[config.mk]
export PLATFORM = sky130hd
export DESIGN_NAME = saturn_alu_sequencer
export DESIGN_NICKNAME = d
export VERILOG_FILES = /design/src/rtl/saturn_alu_sequencer.sv
export SDC_FILE = /design/constraint.sdc
export NUM_CORES = 1
export LEC_CHECK = 0
export ABC_AREA = 1
export CAP_MARGIN = 20
export CORE_UTILIZATION = 40
export CTS_CLUSTER_DIAMETER = 40
export DETAILED_ROUTE_END_ITERATION = 8
export GPL_TIMING_DRIVEN = 1
export PLACE_DENSITY_LB_ADDON = 0.05
export SYNTH_ARGS = -nofsm -noshare
export SYNTH_HDL_FRONTEND = slang
export SYNTH_SLANG_ARGS = --single-unit
[constraint.sdc]
create_clock -name i_clk -period 1.15 [get_ports i_clk]
set_input_delay 0.23 -clock i_clk [delete_from_list [all_inputs] [get_ports i_clk]]
set_output_delay 0.23 -clock i_clk [all_outputs]
set_load 0.05 [all_outputs]
[src/rtl/saturn_alu_sequencer.sv]
// saturn_alu_sequencer
//   Steps a decoded ALU request across a nibble field, one nibble at a time,
//   driving the ALU prep/calc/save phase enables in turn (one cycle each).
//
// Ports
//   i_clk            rising-edge clock
//   i_reset          synchronous reset, active-low
//   i_req_valid      request present; accepted on valid & o_req_ready
//   o_req_ready      high only while idle
//   i_req_op         ALU opcode (latched on accept)
//   i_req_start      first nibble of the field (latched on accept)
//   i_req_last       last nibble of the field (latched on accept)
//   i_stall          holds the current phase and nibble, gates all enables
//   o_en_alu_prep    ALU prep-phase enable
//   o_en_alu_calc    ALU calc-phase enable
//   o_en_alu_save    ALU save-phase enable
//   o_alu_op         latched opcode
//   o_field_start    latched first nibble
//   o_field_last     latched last nibble
//   o_nibble         nibble currently being processed
//   o_done           one-cycle pulse when the sequence completes
//   o_err            one-cycle pulse when a field is rejected
//
// Configuration
//   SATURN_ALU_SEQ_WRAP_EN  when defined, start > last wraps through nibble 15
//                           to 0; otherwise such a request is rejected via ERR.

module saturn_alu_sequencer (
  input  logic       i_clk,
  input  logic       i_reset,
  input  logic       i_req_valid,
  output logic       o_req_ready,
  input  logic [4:0] i_req_op,
  input  logic [3:0] i_req_start,
  input  logic [3:0] i_req_last,
  input  logic       i_stall,
  output logic       o_en_alu_prep,
  output logic       o_en_alu_calc,
  output logic       o_en_alu_save,
  output logic [4:0] o_alu_op,
  output logic [3:0] o_field_start,
  output logic [3:0] o_field_last,
  output logic [3:0] o_nibble,
  output logic       o_done,
  output logic       o_err
);

  localparam logic [2:0] StIdle = 3'd0;
  localparam logic [2:0] StPrep = 3'd1;
  localparam logic [2:0] StCalc = 3'd2;
  localparam logic [2:0] StSave = 3'd3;
  localparam logic [2:0] StDone = 3'd4;
  localparam logic [2:0] StErr  = 3'd5;

  logic [2:0] state_q, state_d;
  logic [4:0] op_q, op_d;
  logic [3:0] start_q, start_d;
  logic [3:0] last_q, last_d;
  logic [3:0] nibble_q, nibble_d;

  always_comb begin
    state_d  = state_q;
    op_d     = op_q;
    start_d  = start_q;
    last_d   = last_q;
    nibble_d = nibble_q;
    case (state_q)
      StIdle: begin
        if (i_req_valid) begin
          op_d     = i_req_op;
          start_d  = i_req_start;
          last_d   = i_req_last;
          nibble_d = i_req_start;
`ifdef SATURN_ALU_SEQ_WRAP_EN
          state_d  = StPrep;
`else
          state_d  = (i_req_start > i_req_last) ? StErr : StPrep;
`endif
        end
      end
      StPrep: if (!i_stall) state_d = StCalc;
      StCalc: if (!i_stall) state_d = StSave;
      StSave: begin
        if (!i_stall) begin
          if (nibble_q != last_q) begin
            // 4-bit add wraps 15 -> 0 for wrapped fields.
            nibble_d = nibble_q + 4'd1;
            state_d  = StPrep;
          end else begin
            state_d  = StDone;
          end
        end
      end
      StDone:  state_d = StIdle;
      StErr:   state_d = StIdle;
      default: state_d = StIdle;
    endcase
  end

  always_ff @(posedge i_clk) begin
    if (!i_reset) begin
      state_q  <= StIdle;
      op_q     <= 5'd0;
      start_q  <= 4'd0;
      last_q   <= 4'd0;
      nibble_q <= 4'd0;
    end else begin
      state_q  <= state_d;
      op_q     <= op_d;
      start_q  <= start_d;
      last_q   <= last_d;
      nibble_q <= nibble_d;
    end
  end

  // Enables are gated combinationally so a stall silences the ALU in the
  // same cycle it is raised.
  assign o_req_ready   = (state_q == StIdle);
  assign o_en_alu_prep = (state_q == StPrep) && !i_stall;
  assign o_en_alu_calc = (state_q == StCalc) && !i_stall;
  assign o_en_alu_save = (state_q == StSave) && !i_stall;
  assign o_done        = (state_q == StDone);
  assign o_err         = (state_q == StErr);
  assign o_alu_op      = op_q;
  assign o_field_start = start_q;
  assign o_field_last  = last_q;
  assign o_nibble      = nibble_q;

endmodule

==> results of run 1 <==
what timing repair did:
| item | CTS |
|---|---|
| pin swaps | 4 |
| resized for setup | 23 |
| setup buffers | 7 |
| endpoints found under the setup margin | 34 |
logic make-up after synthesis:
group	after synthesis	share of synthesized area
buf+inv	28	0.102
fa+ha+maj	5	0.0558
xor+xnor	1	0.00781
simple gates	83	0.337
compound gates	31	0.141
flops	20	0.357
per-stage QoR:
step | cells | TNS, ns | util | instance area (µm²) | hold WS (ns)
4_1_cts | 278 | -5.23 | 0.882 | 2260 | 0.484
3_5_place_dp | 267 | -6.58 | 0.819 | 2100 | 0.489
2_1_floorplan | 168 | -0.631 | - | 1200 | 0.392
3_3_place_gp | 267 | -5.81 | 0.819 | 2100 | 0.475
==> summary.md, run 1 <==
| Metric | Value |
|---|---|
| PortBufs | `39` |
| Starting Density | `0.437` |
| Syn Inst Count | `around 170` |
| Synth Area per Inst | `about 6.7 µm²` |
| Largest net degree at the start of global routing | `13` |
| # IOs | `40` |
| Clock Path Buffers | `2` |
| Halt Stage | `global routing` |
| Netlist cell types | `22` |
| Post-synthesis sequential area ratio | `0.357` |
| TritonCTS buffer count | `3` |
| Yosys top cell area share | `0.357` |
| Row count | `18` |
| Clock Tree Root | `clkbuf_4` |
| Synthesis Warnings | `0` |
| Top cell type by total area after synthesis | `dfxtp_1` |
| GP Congestion | `~0.86` |
| Synth Net Count | `190` |
| Top cells by area, synth | `dfxtp_1, nand2_1, a21oi_1` |
| DP Worst Slack | `-0.475 ns` |
| Syn Std Cell Area | `1120 µm²` |
| Most used DFF post-synth | `dfxtp_1` |
| Crit. endpoint post-GRT repair | `o_en_alu_calc` |
| Worst ep type | `output port` |
| Status | `aborted with a tool error` |
| EDFF count, synth | `0` |
| Ys async rst share | `0` |
| Post-synth top cells | `nand2_1, a21oi_1, dfxtp_1, inv_1, nand3_1` |
| Detail Placement HPWL | `~2.8 mm` |
| Clock sinks | `20` |
| Top-count cell post-synth | `nand2_1` |
| Die Span X | `around 55 µm` |
| Hold-fix buffers at CTS | `0` |
| H-tree Lvls | `1` |
| Tool Error | `[ERROR DPL-0038] Utilization greater than 100%, impossible to legalize` |
| #FFs+latches synth | `20` |
| Die Y | `between 50 and 60 µm` |
==> inputs of run 2 (changes only) <==
- CORE_UTILIZATION: 40 -> 25
- CTS_CLUSTER_DIAMETER: 40 -> not set
- PLACE_DENSITY_LB_ADDON: 0.05 -> 0.15
- clock period: 1.15 -> 1.5 ns (I/O delays scaled with it)
==> run 2 against run 1 <==
Against the previous run:
- the run now ends clean
- synthesized area is the same
- synthesized cell count is the same
==> summary.md, run 2 <==
| Metric | Value |
|---|---|
| Vias after detailed routing | `between 1000 and 1500` |
| RSZ-0062 raised after global routing | `true` |
| Clock sinks | `20 (unchanged)` |
| Global-route wire length before repair | `5.32 mm` |
| Post-place instance area | `1880 µm² (was 2100 µm²)` |
| Max-cap viol count | `0` |
| WL per Instance | `11.8 µm` |
| Worst Hold Class | `flop to flop` |
| Vias in the first global route | `roughly 1200` |
| Core Box Area | `between 4000 and 5000 µm²` |
| Largest net degree at the start of global routing | `18` |
| Max-slew violation count | `0` |
| Layout cells sized above 1 | `0.318` |
| Reg2reg end | `o_nibble[2]` |
| H-tree Lvls | `1 (unchanged)` |
| Status | `finished, final reports clean (was aborted with a tool error)` |
| Clock Tree Root | `clkbuf_8 (was clkbuf_4)` |
| Worst-skew pair later-pin latency | `around 0.26 ns` |
| Top-count cell post-synth | `nand2_1 (unchanged)` |
| Largest register FFs | `5` |
| Post-route DRC | `0` |
| Relative slew margins | `0.779` |
| Design Area, Final | `between 2000 and 2500 µm²` |
| EDFF count, synth | `0 (unchanged)` |
| Max Fanout on Critical Path | `3` |
| Max rail drop VDD | `about 1.4 mV` |
| Synthesis Warnings | `0 (unchanged)` |
| Syn Std Cell Area | `1120 µm² (unchanged)` |
| Reg clk slew, reported paths | `0.08 ns` |
| Post-route ant nets | `0` |
| Global Route Usage Sum | `0.154` |
| Yosys top cell area share | `0.357 (unchanged)` |
| Crit path time final | `about 1.5 ns` |
| Vias per cell | `between 4 and 5` |
| R2r startpoint | `state_q[1]` |
| Pre-antenna DRT Iters | `4` |
| Area growth, synth to finish | `83.7%` |
| PortBufs | `39 (unchanged)` |
| Commonest non-fill, non-tap cell in the layout | `nand2_1` |
| Initial antenna violation count | `0` |
| TritonCTS buffer count | `3 (unchanged)` |
| Hold path cells | `2` |
| Row count | `23 (was 18)` |
| Critical path's slowest cell | `dfxtp_4` |
| GR Overflow Total | `0` |
| Power Dens Cells | `~2000 nW/µm²` |
| CP required | `1.20 ns` |
| CTS tree | `built` |
| Most used DFF post-synth | `dfxtp_1 (unchanged)` |
| Crit start category | `flop` |
| Hold wc startpoint | `o_field_last[0]` |
| Die Span X | `69.0 µm (was 54.9 µm)` |
| Synth Area per Inst | `6.67 µm² (unchanged)` |
| Worst Skew | `roughly 0.0024 ns` |
| Antenna diode count | `0` |
| Die Y | `69.0 µm (was 54.9 µm)` |
| Starting DRT DRC Count | `57` |
| Hold path endpoint | `o_field_last[0]` |
| Netlist cell types | `22 (unchanged)` |
| Syn Inst Count | `168 (unchanged)` |
| Clock Path Buffers | `2 (unchanged)` |
| Critical path class | `flop to output port` |
| Post-synth top cells | `nand2_1, a21oi_1, dfxtp_1, inv_1, nand3_1 (unchanged)` |
| # IOs | `40 (unchanged)` |
| Most frequent CP cell | `nor2_4` |
| Worst r2r path cells | `10` |
| Final nets | `~250` |
| Final WL | `3.23 mm` |
| Static leakage | `~0.92 nW` |
| #FFs+latches synth | `20 (unchanged)` |
| Post-synthesis sequential area ratio | `0.357 (unchanged)` |
| CP peak stage delay | `0.38 ns` |
| Final setup violation count | `0` |
| Detail Placement HPWL | `2.38 mm (was 2.84 mm)` |
| Final-report hold violation count | `0` |
| DIE AREA | `~4800 µm²` |
| Top cell type by total area after synthesis | `dfxtp_1 (unchanged)` |
| R2r setup slk | `between 0.1 and 0.15 ns` |
| GP Congestion | `0.779 (was 0.857)` |
| Most frequent cells in the layout | `nand2_1, buf_12, a21oi_1, inv_1` |
| Top cells by area, synth | `dfxtp_1, nand2_1, a21oi_1 (unchanged)` |
| CP endpoint kind | `output port` |
| Data arrival, critical path | `about 1.2 ns` |
| Synth Net Count | `190 (unchanged)` |
| Fmax | `681 MHz` |
| Starting Density | `0.271 (was 0.437)` |
| Worst-Margin Slew | `0.332 ns` |
| Fin Setup TNS | `0 ns` |
| Final period util | `0.978` |
| Ys async rst share | `0 (unchanged)` |
| CP cell instances | `inv_4, nor2_4, nand2_2, nor2_4, buf_12` |
run 2: cell counts after synthesis:
Identical to the previous run, type by type.
run 2: report_power, final:
group	leakage [nW]	switching (mW)	total, mW	internal [mW]
Sequential	0.168	0.230	0.949	0.720
Clock	0.0288	0.182	0.415	0.234
Combinational	0.723	1.46	2.66	1.21
Total	0.921	1.87	4.03	2.16
run 2: worst max path at each step:
stage                  startpoint             to
floorplan              state_q[2]         o_done
global placement    i_req_last[3]     state_q[2]
detailed placement  i_req_last[3]     state_q[2]
CTS                    state_q[0]    o_req_ready
global route           state_q[1]  o_en_alu_calc
finish                 state_q[1]  o_en_alu_calc
run 2: kinds of logic after synthesis:
family	synth area share
AOI/OAI and AO/OA	0.141
DFF	0.357
adders and majority gates	0.0558
buffers and inverters	0.102
and+or+nand+nor	0.337
xor gates and xnor gates	0.00781
run 2: metal layers:
layer,global-route usage,share of wire,up-vias
met5,0,0,-
met3,0.0691,0.081,2
met2,0.257,0.48,31
li1,-,-,646
met4,0.0306,0.0056,0
met1,0.179,0.43,535
run 2: layout make-up:
cell class | count | area (µm²)
Fill cell | 407 | 2080
Inverter | 23 | 88.8
Timing Repair Buffer | 56 | 772
Sequential cell | 20 | 418
Clock buffer | 4 | 55.1
Multi-Input combinational cell | 120 | 663
Tap cell | 50 | 62.6
run 2: what timing repair did:
item	CTS	global route
setup endpoints to repair	6	15
gates resized for setup	9	12
pin swaps	4	5
setup buffers	2	3
hold endpoints to repair	0	0
hold buffers	0	0
run 2: stage by stage:
step	cells	hold WS (ns)	setup slack (ns)	total power, mW	util
2_1_floorplan	168	0.463	-0.0104	2.30	-
3_3_place_gp	264	0.484	-0.119	3.38	0.454
3_5_place_dp	264	0.484	-0.123	3.38	0.454
4_1_cts	270	0.482	-0.0227	3.95	0.479
5_1_grt	273	0.519	-0.0139	4.31	0.497
6_report	273	0.498	0.0324	4.03	0.497
run 2: worst max-delay path, delay by kind of cell (launching register included):
| family | cells | cell delay [ns] |
|---|---|---|
| buffers and inverters | 2 | 0.19 |
| and+or+nand+nor | 3 | 0.33 |
| DFF | 1 | 0.38 |
(Power assumes the default switching activity.)
==> patch 1 (config.mk and constraints of run 2) <==
Reset style: asynchronous (`i_reset`), changed in one clocked block. Comments in the files are not updated.
--- a/src/rtl/saturn_alu_sequencer.sv
+++ b/src/rtl/saturn_alu_sequencer.sv
@@ -97,7 +97,7 @@
     endcase
   end
 
-  always_ff @(posedge i_clk) begin
+  always_ff @(posedge i_clk or negedge i_reset) begin
     if (!i_reset) begin
       state_q  <= StIdle;
       op_q     <= 5'd0;
Behaviour: differs if i_reset is asserted again (counterexample within 4 cycles, from zero or initial values and one cycle with i_reset low); with i_reset held inactive, the same outputs for 10 cycles.
==> patch 1 against run 2 <==
The flow now finishes with violations (negative setup slack); setup slack got worse by 110 ps; final area rose by 6.1%; routed wire length is 7.1% lower; total power grew 38%; core utilization shrank 3.4 points; largest power group unchanged; synthesized area rose by 8.9%; sequential cell count is the same; worst hold slack got worse by 120 ps.
==> patch 1: results <==
group,metric,value,unit
placed_design,placed_area,2030,um2
setup_path,ff2ff_path_depth,5,
hold_path,hp-class,"primary input to async pin",
clocking,clkLatencyLatePin,270,ps
layout,fill_cells,424,
detailed_routing,wire_per_inst,11.2,um
timing,tightestPinTransition,365,ps
setup_path,endpoint,"o_en_alu_save",
logic_synthesis,synthTopCellsByCount,"38 x nand2_1, 20 x dfrtp_1, 18 x inv_1, 8 x nand3_1, 8 x nor2_1",
detailed_routing,routed_via_density,4.10,
setup_path,rr_startpoint,"state_q[2]",
power_and_ir_drop,vdd_ir_drop_max,0.00104,V
placed_design,dp_hpwl,2290,um
setup_path,timing.rr.end,"o_alu_op[1]",
detailed_routing,wl_met1,1330,um
setup_path,rrSetupSlack,60,ps
global_route,grt_max_degree,21,
timing,finalWorstSetupSlack,-79.5,ps
logic_synthesis,synth_area_leaders,"dfrtp_1 41%, nand2_1 12%, mux2_4 8.6%, inv_1 5.5%, ha_1 5.1%",
layout,drive_gt1_share,38.3,%
timing,hold_slack,377,ps
logic_synthesis,yosysUniqueCellTypes,24,
setup_path,worst-endpoint-arrival,1280,ps
clocking,numCtsBuffers,3,
layout,nNetsFinal,224,
detailed_routing,drt-initial-drc-count,85,
global_route,grt_pass1_vias,1117,
outcome,status,"finished with violations",
logic_synthesis,syn_nets,163,
outcome,violations,"negative setup slack",
detailed_routing,dr_wl_met3,199,um
global_route,grtUsageTotal,12.7,%
detailed_routing,wl_met2,1470,um
detailed_routing,firstDrtPassIters,6,
power_and_ir_drop,power_switching,2.62,mW
logic_synthesis,ys.flop_type,"dfrtp_1",
placed_design,place.gp.congestion,0.796,
timing,setup_viol,3,
power_and_ir_drop,p_leak,1.05,nW
global_route,grt_pass1_wl,5090,um
[patch 1: what timing repair did]
item                       4_1_cts  5_1_grt
buffers inserted                 7        1
gates cloned                     0        0
hold endpoints to repair         0        0
setup endpoints to repair        6       25
resized for setup                4       10
pin swaps                        2        0
[patch 1: power by group through the flow]
stage | Sequential, mW | Combinational (mW) | Clock (mW)
3_5_place_dp | 1.19 | 3.71 | 0
2_1_floorplan | 1.85 | 1.36 | 0
6_report | 1.17 | 3.96 | 0.427
3_3_place_gp | 1.19 | 3.68 | 0
5_1_grt | 1.22 | 4.20 | 0.467
4_1_cts | 1.16 | 3.89 | 0.441
[patch 1: critical path, stage by stage (launching register included)]
cell and delay (ps):
dfrtp_2 450, buf_4 150, buf_4 130, nand3_4 90
nor2_4 40, buf_12 150
[patch 1: layout make-up]
class / count / share of cell area (%)
flip-flops and latches: 20 / 23.1
multi-input cells: 97 / 30.7
inverters: 23 / 4.41
well taps: 67 / 3.84
clock buffers: 4 / 2.52
repair buffers: 57 / 35.4
[patch 1: how the worst min path moves through the flow]
stage,endpoint,cells after the start
after detailed placement,o_field_start[1],2
after floorplan,o_alu_op[0],0
after CTS,o_nibble[3],2
final,o_nibble[3],2
after global placement,o_field_start[1],2
after global routing,o_nibble[3],2
[patch 1: cell families after synthesis]
kind of cell / count (synthesis) / synth area share, %
AOI/OAI and AO/OA: 17 / 7.27
DFF: 20 / 41.0
and+or+nand+nor: 67 / 28.7
muxes: 7 / 8.61
buffers and inverters: 24 / 8.61
adders and majority gates: 5 / 5.12
xor gates and xnor gates: 1 / 0.717
[patch 1: metal layers]
metal	GRT usage, %	up-vias
li1	-	565
met5	0	-
met2	20.6	35
met1	16.6	496
met4	1.96	0
met3	4.44	2
[patch 1: through the flow]
step	std cells	power, mW	TNS, ps	util [%]	setup WS, ps
final	268	5.56	-155	46.3	-79.5
after global placement	256	4.87	-556	43.1	-123
after detailed placement	256	4.90	-614	43.1	-158
after CTS	267	5.49	-138	45.4	-80.7
after global routing	268	5.89	-382	46.3	-127
after floorplan	141	3.21	-165	-	-165
==> patch 2 (config.mk and constraints of run 2) <==
Without the edit above. Add a define of `SATURN_ALU_SEQ_WRAP_EN`.
--- a/src/rtl/saturn_alu_sequencer.sv
+++ b/src/rtl/saturn_alu_sequencer.sv
@@ -24,6 +24,8 @@
 // Configuration
 //   SATURN_ALU_SEQ_WRAP_EN  when defined, start > last wraps through nibble 15
 //                           to 0; otherwise such a request is rejected via ERR.
+
+`define SATURN_ALU_SEQ_WRAP_EN
 
 module saturn_alu_sequencer (
   input  logic       i_clk,
Function: changed (a bounded check fails within 4 cycles, from zero or initial values and one cycle with i_reset low).
==> patch 2 against run 2 <==
Sequential cell count unchanged; synthesized area down 5.2%; sequential power down 13%; clock skew about the same; count of clock-buffer cells in the layout down 1; setup slack better by 9.9 ps; critical path depth down 3; final area down 6.2%; combinational power down 36%; die area down 5.1%; routed wire length down 14%; total power down 24%; first-iteration DRC count unchanged.
==> patch 2: results <==
group,metric,value,unit
outcome,status,"completed",
placed_design,port_buffers,39,
layout,drive_gt1_share,34.0,%
logic_synthesis,synth-xor-area-share,0.824,%
logic_synthesis,yosysUniqueCellTypes,27,
clocking,clk_pin_slew,80,ps
logic_synthesis,synth-compound-area-share,12.7,%
logic_synthesis,async_reset_ff_share,0,%
setup_path,cp_max_fo,6,
global_route,grt_max_degree,18,
detailed_routing,firstDrtPassIters,4,
logic_synthesis,synthAdderAreaFrac,1.18,%
clocking,cts_root_buf,"clkbuf_8",
logic_synthesis,ys_warn_count,0,
global_route,grt_pass1_wl,4550,um
detailed_routing,drt-initial-drc-count,57,
layout,nNetsFinal,219,
detailed_routing,wire_per_inst,11.2,um
hold_path,hp-class,"flip-flop to flip-flop",
power_and_ir_drop,vdd_ir_drop_max,0.000882,V
clocking,numCtsBuffers,3,
logic_synthesis,syn_nets,168,
timing,skew,2.15,ps
timing,tightestPinTransition,333,ps
global_route,grtUsageTotal,13.6,%
global_route,grt_pass1_vias,1004,
detailed_routing,finalWirelength,2790,um
clocking,clkLatencyLatePin,260,ps
logic_synthesis,syn_avg_cell_area,7.08,um2
placed_design,place_inst,241,
placed_design,dp_hpwl,2160,um
layout,num_antenna_cells,0,
placed_design,place.gp.congestion,0.810,
power_and_ir_drop,p_leak,0.814,nW
logic_synthesis,synthTopCellsByCount,"36 x nand2_1, 20 x dfxtp_1, 18 x a21oi_1, 14 x nand3_1, 13 x inv_1",
placed_design,placed_area,1790,um2
setup_path,worst-endpoint-arrival,1160,ps
logic_synthesis,synth_area_leaders,"dfxtp_1 38%, nand2_1 13%, a21oi_1 8.5%, nand3_1 6.6%, nand2_4 5.3%",
logic_synthesis,yosysSeqAreaShare,37.7,%
layout,largest_reg_flops,5,
clocking,clock_path_buffers,2,
detailed_routing,routed_via_density,4.46,
placed_design,dpl_worst_slack,-59.7,ps
clocking,htree_levels,1,
global_route,antenna_found_initial,0,
logic_synthesis,muxShareOfSynthArea,0,%
-- patch 2: cell types whose count changed after synthesis, sizes merged, moves of 2 or more --
cell	delta
nor2	-3
nor4	+2
a21oi	-3
ha	-4
nand2	-4
inv	-7
-- patch 2: kinds of logic after synthesis --
logic type / count (synthesis)
buffers and inverters: 22
DFF: 20
and+or+nand+nor: 79
xor gates and xnor gates: 1
adders and majority gates: 1
AOI/OAI and AO/OA: 27
-- patch 2: power breakdown --
group          total (mW)  internal [mW]  switching, mW
clock network       0.541          0.356          0.185
registers           0.822          0.652          0.169
logic                1.70          0.770          0.928
total                3.06           1.78           1.28
-- patch 2: repair_timing --
item,4_1_cts,5_1_grt
buffers inserted,3,2
endpoints found under the setup margin,6,14
pin swaps,1,1
resized for setup,2,11
-- patch 2: cell type report --
cell class              instances  area [um2]
repair buffers                 51         713
multi-input cells             108         601
clock buffers                   3        41.3
inverters                      17        73.8
clock inverters                 1        30.0
fillers                       398        2100
flip-flops and latches         20         410
well taps                      50        62.6
-- patch 2: worst max-delay path, stage by stage (launching register included) --
cell	delay [ps]
dfxtp_2	390
nor4_4	330
buf_12	180
-- patch 2: path summary, 6_finish.rpt --
kind | slack [ps] | to | depth (start not counted) | from
worst max-delay path | 40 | o_en_alu_calc | 2 | state_q[2]
worst min-delay path | 500 | o_field_start[0] | 2 | o_field_start[0]
worst max register to register | 130 | o_nibble[2] | 9 | state_q[2]
worst min register to register | 500 | o_field_start[0] | 2 | o_field_start[0]
-- patch 2: per-layer routing --
| metal | up-vias | part of all wire, % | GRT usage [%] |
|---|---|---|---|
| met2 | 27 | 49 | 22.4 |
| li1 | 586 | - | - |
| met3 | 2 | 6.2 | 5.41 |
| met1 | 501 | 44 | 16.5 |
| met5 | - | 0 | 0 |
| met4 | 0 | 0.75 | 3.19 |
